$ cat src/rtl/csr_access_unit.sv
// csr_access_unit: Zicsr initiator toward the CSR register file.
// Each accepted instruction runs ISSUE -> CAPTURE -> WRITE as a
// read-modify-write. The write strobe and the response are registered on
// the edge that leaves WRITE, so they appear in the cycle after that edge.
module csr_access_unit #(
  parameter int unsigned XLEN     = 32,
  parameter bit          RO_CHECK = 1'b1
) (
  input  logic            clk,
  input  logic            rst,
  input  logic            req_valid,
  output logic            req_ready,
  input  logic [2:0]      req_funct3,
  input  logic [11:0]     req_addr,
  input  logic [XLEN-1:0] req_rs1_data,
  input  logic [4:0]      req_rs1_idx,
  input  logic [4:0]      req_rd_idx,
  input  logic            freeze,
  output logic [11:0]     csr_adr_rd,
  input  logic [XLEN-1:0] csr_rddata,
  output logic [11:0]     csr_adr_wr,
  output logic [XLEN-1:0] csr_wrdata,
  output logic            csr_wr_en,
  output logic            rsp_valid,
  output logic            rsp_rd_wr_en,
  output logic [4:0]      rsp_rd_idx,
  output logic [XLEN-1:0] rsp_rd_data,
  output logic            rsp_illegal
);

  typedef enum logic [1:0] {
    IDLE    = 2'd0,
    ISSUE   = 2'd1,
    CAPTURE = 2'd2,
    WRITE   = 2'd3
  } state_t;

  state_t state_q, state_d;

  // Latched instruction context
  logic [1:0]      op_q;
  logic [11:0]     addr_q;
  logic [XLEN-1:0] src_q;
  logic [4:0]      rd_idx_q;
  logic            illegal_q;
  logic            wr_intent_q;

  // Captured old value and computed new value
  logic [XLEN-1:0] old_q;
  logic [XLEN-1:0] new_q;

  // Registered outputs
  logic            csr_wr_en_q;
  logic [11:0]     csr_adr_wr_q;
  logic [XLEN-1:0] csr_wrdata_q;
  logic            rsp_valid_q;
  logic            rsp_rd_wr_en_q;
  logic [4:0]      rsp_rd_idx_q;
  logic [XLEN-1:0] rsp_rd_data_q;
  logic            rsp_illegal_q;

  // FSM control strobes
  logic accept;
  logic capture;
  logic finish;

  // Request decode
  logic [XLEN-1:0] dec_src;
  logic            dec_wr_intent;
  logic            dec_illegal;

  // Modify result
  logic [XLEN-1:0] new_val;

  // State register
  always_ff @(posedge clk) begin
    if (rst) begin
      state_q <= IDLE;
    end else begin
      state_q <= state_d;
    end
  end

  // Next-state logic and per-state strobes
  always_comb begin
    state_d = state_q;
    accept  = 1'b0;
    capture = 1'b0;
    finish  = 1'b0;
    case (state_q)
      IDLE: begin
        if (req_valid) begin
          accept  = 1'b1;
          state_d = ISSUE;
        end
      end
      ISSUE: begin
        if (!freeze) begin
          state_d = CAPTURE;
        end
      end
      CAPTURE: begin
        capture = 1'b1;
        state_d = WRITE;
      end
      WRITE: begin
        finish  = 1'b1;
        state_d = IDLE;
      end
      default: begin
        state_d = IDLE;
      end
    endcase
  end

  // Decode source operand, write intent and legality of the incoming request
  always_comb begin
    dec_src       = req_funct3[2] ? XLEN'(req_rs1_idx) : req_rs1_data;
    dec_wr_intent = (req_funct3[1:0] == 2'b01) || (req_rs1_idx != 5'd0);
    dec_illegal   = (req_funct3[1:0] == 2'b00) ||
                    (RO_CHECK && (req_addr[11:10] == 2'b11) && dec_wr_intent);
  end

  // Compute the new CSR value from the freshly returned read data
  always_comb begin
    new_val = csr_rddata;
    case (op_q)
      2'b01:   new_val = src_q;
      2'b10:   new_val = csr_rddata | src_q;
      2'b11:   new_val = csr_rddata & ~src_q;
      default: new_val = csr_rddata;
    endcase
  end

  // Instruction context, captured data and registered outputs
  always_ff @(posedge clk) begin
    if (rst) begin
      op_q           <= '0;
      addr_q         <= '0;
      src_q          <= '0;
      rd_idx_q       <= '0;
      illegal_q      <= 1'b0;
      wr_intent_q    <= 1'b0;
      old_q          <= '0;
      new_q          <= '0;
      csr_wr_en_q    <= 1'b0;
      csr_adr_wr_q   <= '0;
      csr_wrdata_q   <= '0;
      rsp_valid_q    <= 1'b0;
      rsp_rd_wr_en_q <= 1'b0;
      rsp_rd_idx_q   <= '0;
      rsp_rd_data_q  <= '0;
      rsp_illegal_q  <= 1'b0;
    end else begin
      csr_wr_en_q    <= 1'b0;
      rsp_valid_q    <= 1'b0;
      rsp_rd_wr_en_q <= 1'b0;
      rsp_illegal_q  <= 1'b0;

      if (accept) begin
        op_q        <= req_funct3[1:0];
        addr_q      <= req_addr;
        src_q       <= dec_src;
        rd_idx_q    <= req_rd_idx;
        illegal_q   <= dec_illegal;
        wr_intent_q <= dec_wr_intent;
      end

      if (capture) begin
        old_q <= csr_rddata;
        new_q <= new_val;
      end

      if (finish) begin
        rsp_valid_q    <= 1'b1;
        rsp_rd_data_q  <= old_q;
        rsp_rd_idx_q   <= rd_idx_q;
        rsp_illegal_q  <= illegal_q;
        rsp_rd_wr_en_q <= !illegal_q && (rd_idx_q != 5'd0);
        if (!illegal_q && wr_intent_q) begin
          csr_wr_en_q  <= 1'b1;
          csr_adr_wr_q <= addr_q;
          csr_wrdata_q <= new_q;
        end
      end
    end
  end

  assign req_ready    = (state_q == IDLE);
  assign csr_adr_rd   = addr_q;
  assign csr_adr_wr   = csr_adr_wr_q;
  assign csr_wrdata   = csr_wrdata_q;
  assign csr_wr_en    = csr_wr_en_q;
  assign rsp_valid    = rsp_valid_q;
  assign rsp_rd_wr_en = rsp_rd_wr_en_q;
  assign rsp_rd_idx   = rsp_rd_idx_q;
  assign rsp_rd_data  = rsp_rd_data_q;
  assign rsp_illegal  = rsp_illegal_q;

endmodule

$ cat config.mk
export PLATFORM = sky130hd
export DESIGN_NAME = csr_access_unit
export DESIGN_NICKNAME = d
export VERILOG_FILES = /design/src/rtl/csr_access_unit.sv
export SDC_FILE = /design/constraint.sdc
export NUM_CORES = 1
export LEC_CHECK = 0
export ABC_AREA = 1
export CAP_MARGIN = 20
export CORE_MARGIN = 1.5
export CORE_UTILIZATION = 45
export CTS_CLUSTER_DIAMETER = 200
export DETAILED_ROUTE_END_ITERATION = 10
export PLACE_DENSITY = 0.81
export SETUP_SLACK_MARGIN = 0.4
export SLEW_MARGIN = 20
export SYNTH_ARGS = -nofsm -noshare
export SYNTH_HDL_FRONTEND = slang
export SYNTH_SLANG_ARGS = --single-unit
$ cat constraint.sdc
create_clock -name clk -period 3.1 [get_ports clk]
set_input_delay 0.31 -clock clk [delete_from_list [all_inputs] [get_ports clk]]
set_output_delay 0.31 -clock clk [all_outputs]
set_load 0.02 [all_outputs]
# Word-level counts from Yosys, hierarchy flattened
# Cells that the tools add are included.
# W data, S select, Z words.
# totals
word_cells	55
output_inout_bits	98
inputBits	93
regBits	204
# classes
n_eq_ne	10
n_bitwise	4
mux	11
reduce_logical	13
# op_table
cell	count
$pmux W32 S3	1
$and A32 B32 Y32	1
$mux W32	1
$not A32 Y32	1
$or A32 B32 Y32	1
$eq A2 B2 Y1 const B	5
$reduce_bool A5 Y1	2
$pmux W2 S4	1
$eq A2 B1 Y1 const B	3
$mux W1	6
$logic_not A2 Y1	2
$mux W2	2
$ne A2 B2 Y1 const B	2
$reduce_and A2 Y1	2
$logic_and A1 B1 Y1	3
$logic_or A1 B1 Y1	2
$reduce_or A2 Y1	1
$logic_not A1 Y1	1
$not A1 Y1	1

# Logic depth before layout (Yosys ltp)
# logic_depth
word_depth	4
mapped_depth	8
depth_no_buf	7

# Worst setup path before layout
# Ideal clock, no wire load.
# synth_path
path_kind	register to register
from	register state_q[0]
to	register src_q[2]
setup_slack_ns	1.623
path_buffers	1
synth_period_minus_slack_ns	1.477
required_time_ns	2.984
setup_ns	0.116
stages_incl_launch_ff	9
t_arrival_ns	1.360
path_cell_list	dfxtp_1 -> inv_1 -> ha_1 -> nand2_1 -> inv_2 -> buf_4 -> nand3_1 -> o211ai_1 -> inv_1
# synth_via
elab_chain_len	2
# synth_rtl
item	line	text
start: declaration	38	state_t state_q, state_d;
start signal: assignment	80	state_q <= state_d;
$logic_not A2 Y1	--	
named net req_ready	12	output logic req_ready,
$mux W1	90	case (state_q)
end signal: assignment	163	src_q <= dec_src;
end: declaration	43	logic [XLEN-1:0] src_q;
# The timed path passes the listed nets, and every way through them passes these cells.
# A chain may end at the register's enable or synchronous reset.

# Worst setup path in the final report
# layout_path
from	register state_q[0]
to	output port req_ready
# layout_via
elab_chain_len	1
# layout_rtl
item	line	text
$logic_not A2 Y1	189	assign req_ready = (state_q == IDLE);
end: declaration	12	
# Every way passes these cells.

==> reports/summary.txt <==
Post-synthesis area per instance - 7.30 um^2
I/O Buffers - 190
Status - finished, final reports clean
# clock sinks - 204
Largest net degree at the start of global routing - 98
Crit path launch type - flip-flop
Async SR Flop Fraction - 0%
Max-cap viol count - 0
Final Net Count - 1,334
TritonCTS clock tree - yes
XOR/XNOR share of the synthesized area - 0%
Yosys warns - 0
Post-synth EDFFs - 0
Finished Core Util - 61.4%
Primary FF master, synth - dfxtp_1
R2r endpoint - csr_adr_wr[10]
Yosys reg bits - 204
Compound-Gate Fraction of Synth Area - 13.4%
Num CTS Buffers - 21
Synth cell types - 23
Adder-cell share of the synthesized area - 0.789%
Worst min path class - in -> reg
Min-delay src - req_rs1_data[11]
Hold buffer count at CTS - 0
HPWL after detailed placement - 13.5 mm
Initial antenna violation count - 0
Layout area overhead - 33.6%
Fmax - 453 MHz
Skew final - 0.00778 ns
Largest family of logic cells by synthesized area - simple AND/OR/NAND/NOR gates
Period utilization - 71.2%
Setup bufs post-CTS - 0
Headroom to the max-slew limit - 31.9%
Clock Tree Buf Depth - 3
Final WS setup - 0.893 ns
Detailed-route vias per instance - 5.04
Routed wire length - 21.6 mm
H-tree depth - 1
R2r setup slk - 0.95 ns
# rows - 48
Mapped cell area - 0.00793 mm^2
Critical R2R Launch - state_q[1]
Core area - 0.0172 mm^2
Post-CTS resize count - 0
DR DRC count - 0
Share of cells above drive strength 1 - 4.48%
RSZ-0062 raised after global routing - false
Die area - 0.0184 mm^2
Post-route ant nets - 0
I/O Pins - 191
Count leader, synth - nor2_1
Die X-Extent - 136 um
Clock-pin slew on the worst setup and hold paths - 0.06 ns
Gr usage total - 23.1%
Clk_lat worst skew - 0.49 ns
Routed length per placed instance - 14.6 um
Static Leak - 4.44 nW
Vias in the first global route - 6,800
Final-report max-slew violation count - 0
CP peak stage delay - 0.64 ns
Worst hold slack - 0.397 ns
Iteration-0 DRC Markers - 573
Required time worst endpoint - 2.79 ns
Leading cell types by count after synthesis - nor2_1 (354), dfxtp_1 (204), o21ai_0 (153)
Critical path class - reg -> out
Final setup fails - 0
Area leader, netlist - dfxtp_1
Top-area cell type share of the netlist area - 51.5%
Peak VDD IR - 0.000460 V
Largest fanout on the critical path - 5
Sequential-to-total area share from yosys stat - 51.5%
Overflow left after global routing - 0
Critical Path AT - 1.90 ns
Pwr dens - 829 mW/mm^2
Multiplexer share of the synthesized area - 0%
Hold path cells - 3
DRT Pass-1 Iters - 5
CP max stage cell - clkdlybuf4s50_1
Mapped Cells - 1,086
Slew @ Worst Pin - 1.02 ns
WHS Endpoint - src_q[11]
Post-route setup TNS - 0 ns
Critical path capture point type - primary output
Critical-path cell list - inv_1 -> ha_1 -> clkdlybuf4s50_1
Global-route wire length before repair - 34.1 mm
Reg2Reg Depth - 5
Synth Area in Simple Gates - 26.9%
Final hold violations - 0
Final Wtd Congestion - 0.802
Final min period - 2.21 ns
Die Y - 136 um
Inserted Diodes - 0
Initial Util - 46.0%
Pre-CTS setup slack - 0.906 ns
Root Buffer - clkbuf_16
Ranking of synthesized cells by area - dfxtp_1 (52%), nor2_1 (17%), o21ai_0 (9.7%)
Mapped Nets - 1,184
Via count - 7,430
==> critical path, delay by kind of cell (launching register included) <==
kind | cells | cell delay [ns]
flops | 1 | 0.34
fa+ha+maj | 1 | 0.28
buf+inv | 2 | 0.80
==> layout make-up <==
cell class	instances	area, um^2
multi-input cells	752	3280
inverters	57	216
fillers	1566	6650
well taps	225	282
clock buffers	30	639
repair buffers	200	2000
clock inverters	6	82.6
flip-flops and latches	204	4080
==> routing by layer <==
layer | track usage, % | part of all wire (%) | wire length [um] | vias to the layer above
met5 | 0 | 0 | 0 | -
met4 | 5.44 | 1.5 | 331 | 0
met3 | 5.16 | 7.9 | 1700 | 30
met2 | 40.2 | 47 | 10200 | 235
met1 | 29.0 | 43 | 9320 | 3410
li1 | - | - | - | 3755
==> flip-flops by register name (all words and copies together) (netlist names), 2 cells and up <==
register     count
rsp_rd_data     32
new_q           32
csr_adr_wr      12
rsp_rd_idx       5
csr_wrdata      32
state_q          2
old_q           32
src_q           32
op_q             2
csr_adr_rd      12
rd_idx_q         5
==> cell usage in the layout, fill, tap and decap left out, types with 2 or more instances in the layout <==
cell type / count
nor2_4: 2
clkbuf_16: 21
o21ai_0: 153
nor2_1: 354
nand3_1: 66
a21oi_1: 40
buf_4: 8
clkbuf_8: 8
inv_2: 2
dfxtp_1: 204
nand2_1: 110
clkinv_2: 5
o211ai_1: 5
clkdlybuf4s50_1: 189
bufinv_16: 2
nor3_1: 2
ha_1: 3
inv_1: 53
o21ai_1: 11
==> power by group <==
part / total (mW) / internal (mW) / switching [mW]
Combinational: 2.61 / 0.998 / 1.62
Sequential: 3.56 / 3.22 / 0.337
Clock: 2.60 / 1.59 / 1.01
Total: 8.77 / 5.82 / 2.96
==> kinds of logic (layout without fill, tap and decap cells) <==
logic type,Yosys count,after routing
adders and majority gates,5,5
buffers and inverters,130,293
DFF,204,204
and+or+nand+nor,537,537
AOI/OAI and AO/OA,210,210
==> worst max-delay path by stage <==
stage	cells after the start	end	start
floorplan	8	src_q[2]	state_q[0]
global placement	5	csr_adr_wr[10]	state_q[1]
detailed placement	5	csr_wrdata[0]	state_q[1]
CTS	3	req_ready	state_q[0]
global route	5	csr_adr_wr[11]	state_q[1]
finish	3	req_ready	state_q[0]
==> per-stage QoR <==
step	power (mW)	cells	instance area [um^2]
finish	8.77	1474	10600
CTS	8.83	1473	10600
global route	9.28	1474	10600
detailed placement	6.21	1437	9840
floorplan	5.27	1086	7930
global placement	6.13	1437	9840
No activity file was read; power rests on OpenSTA's default activity.
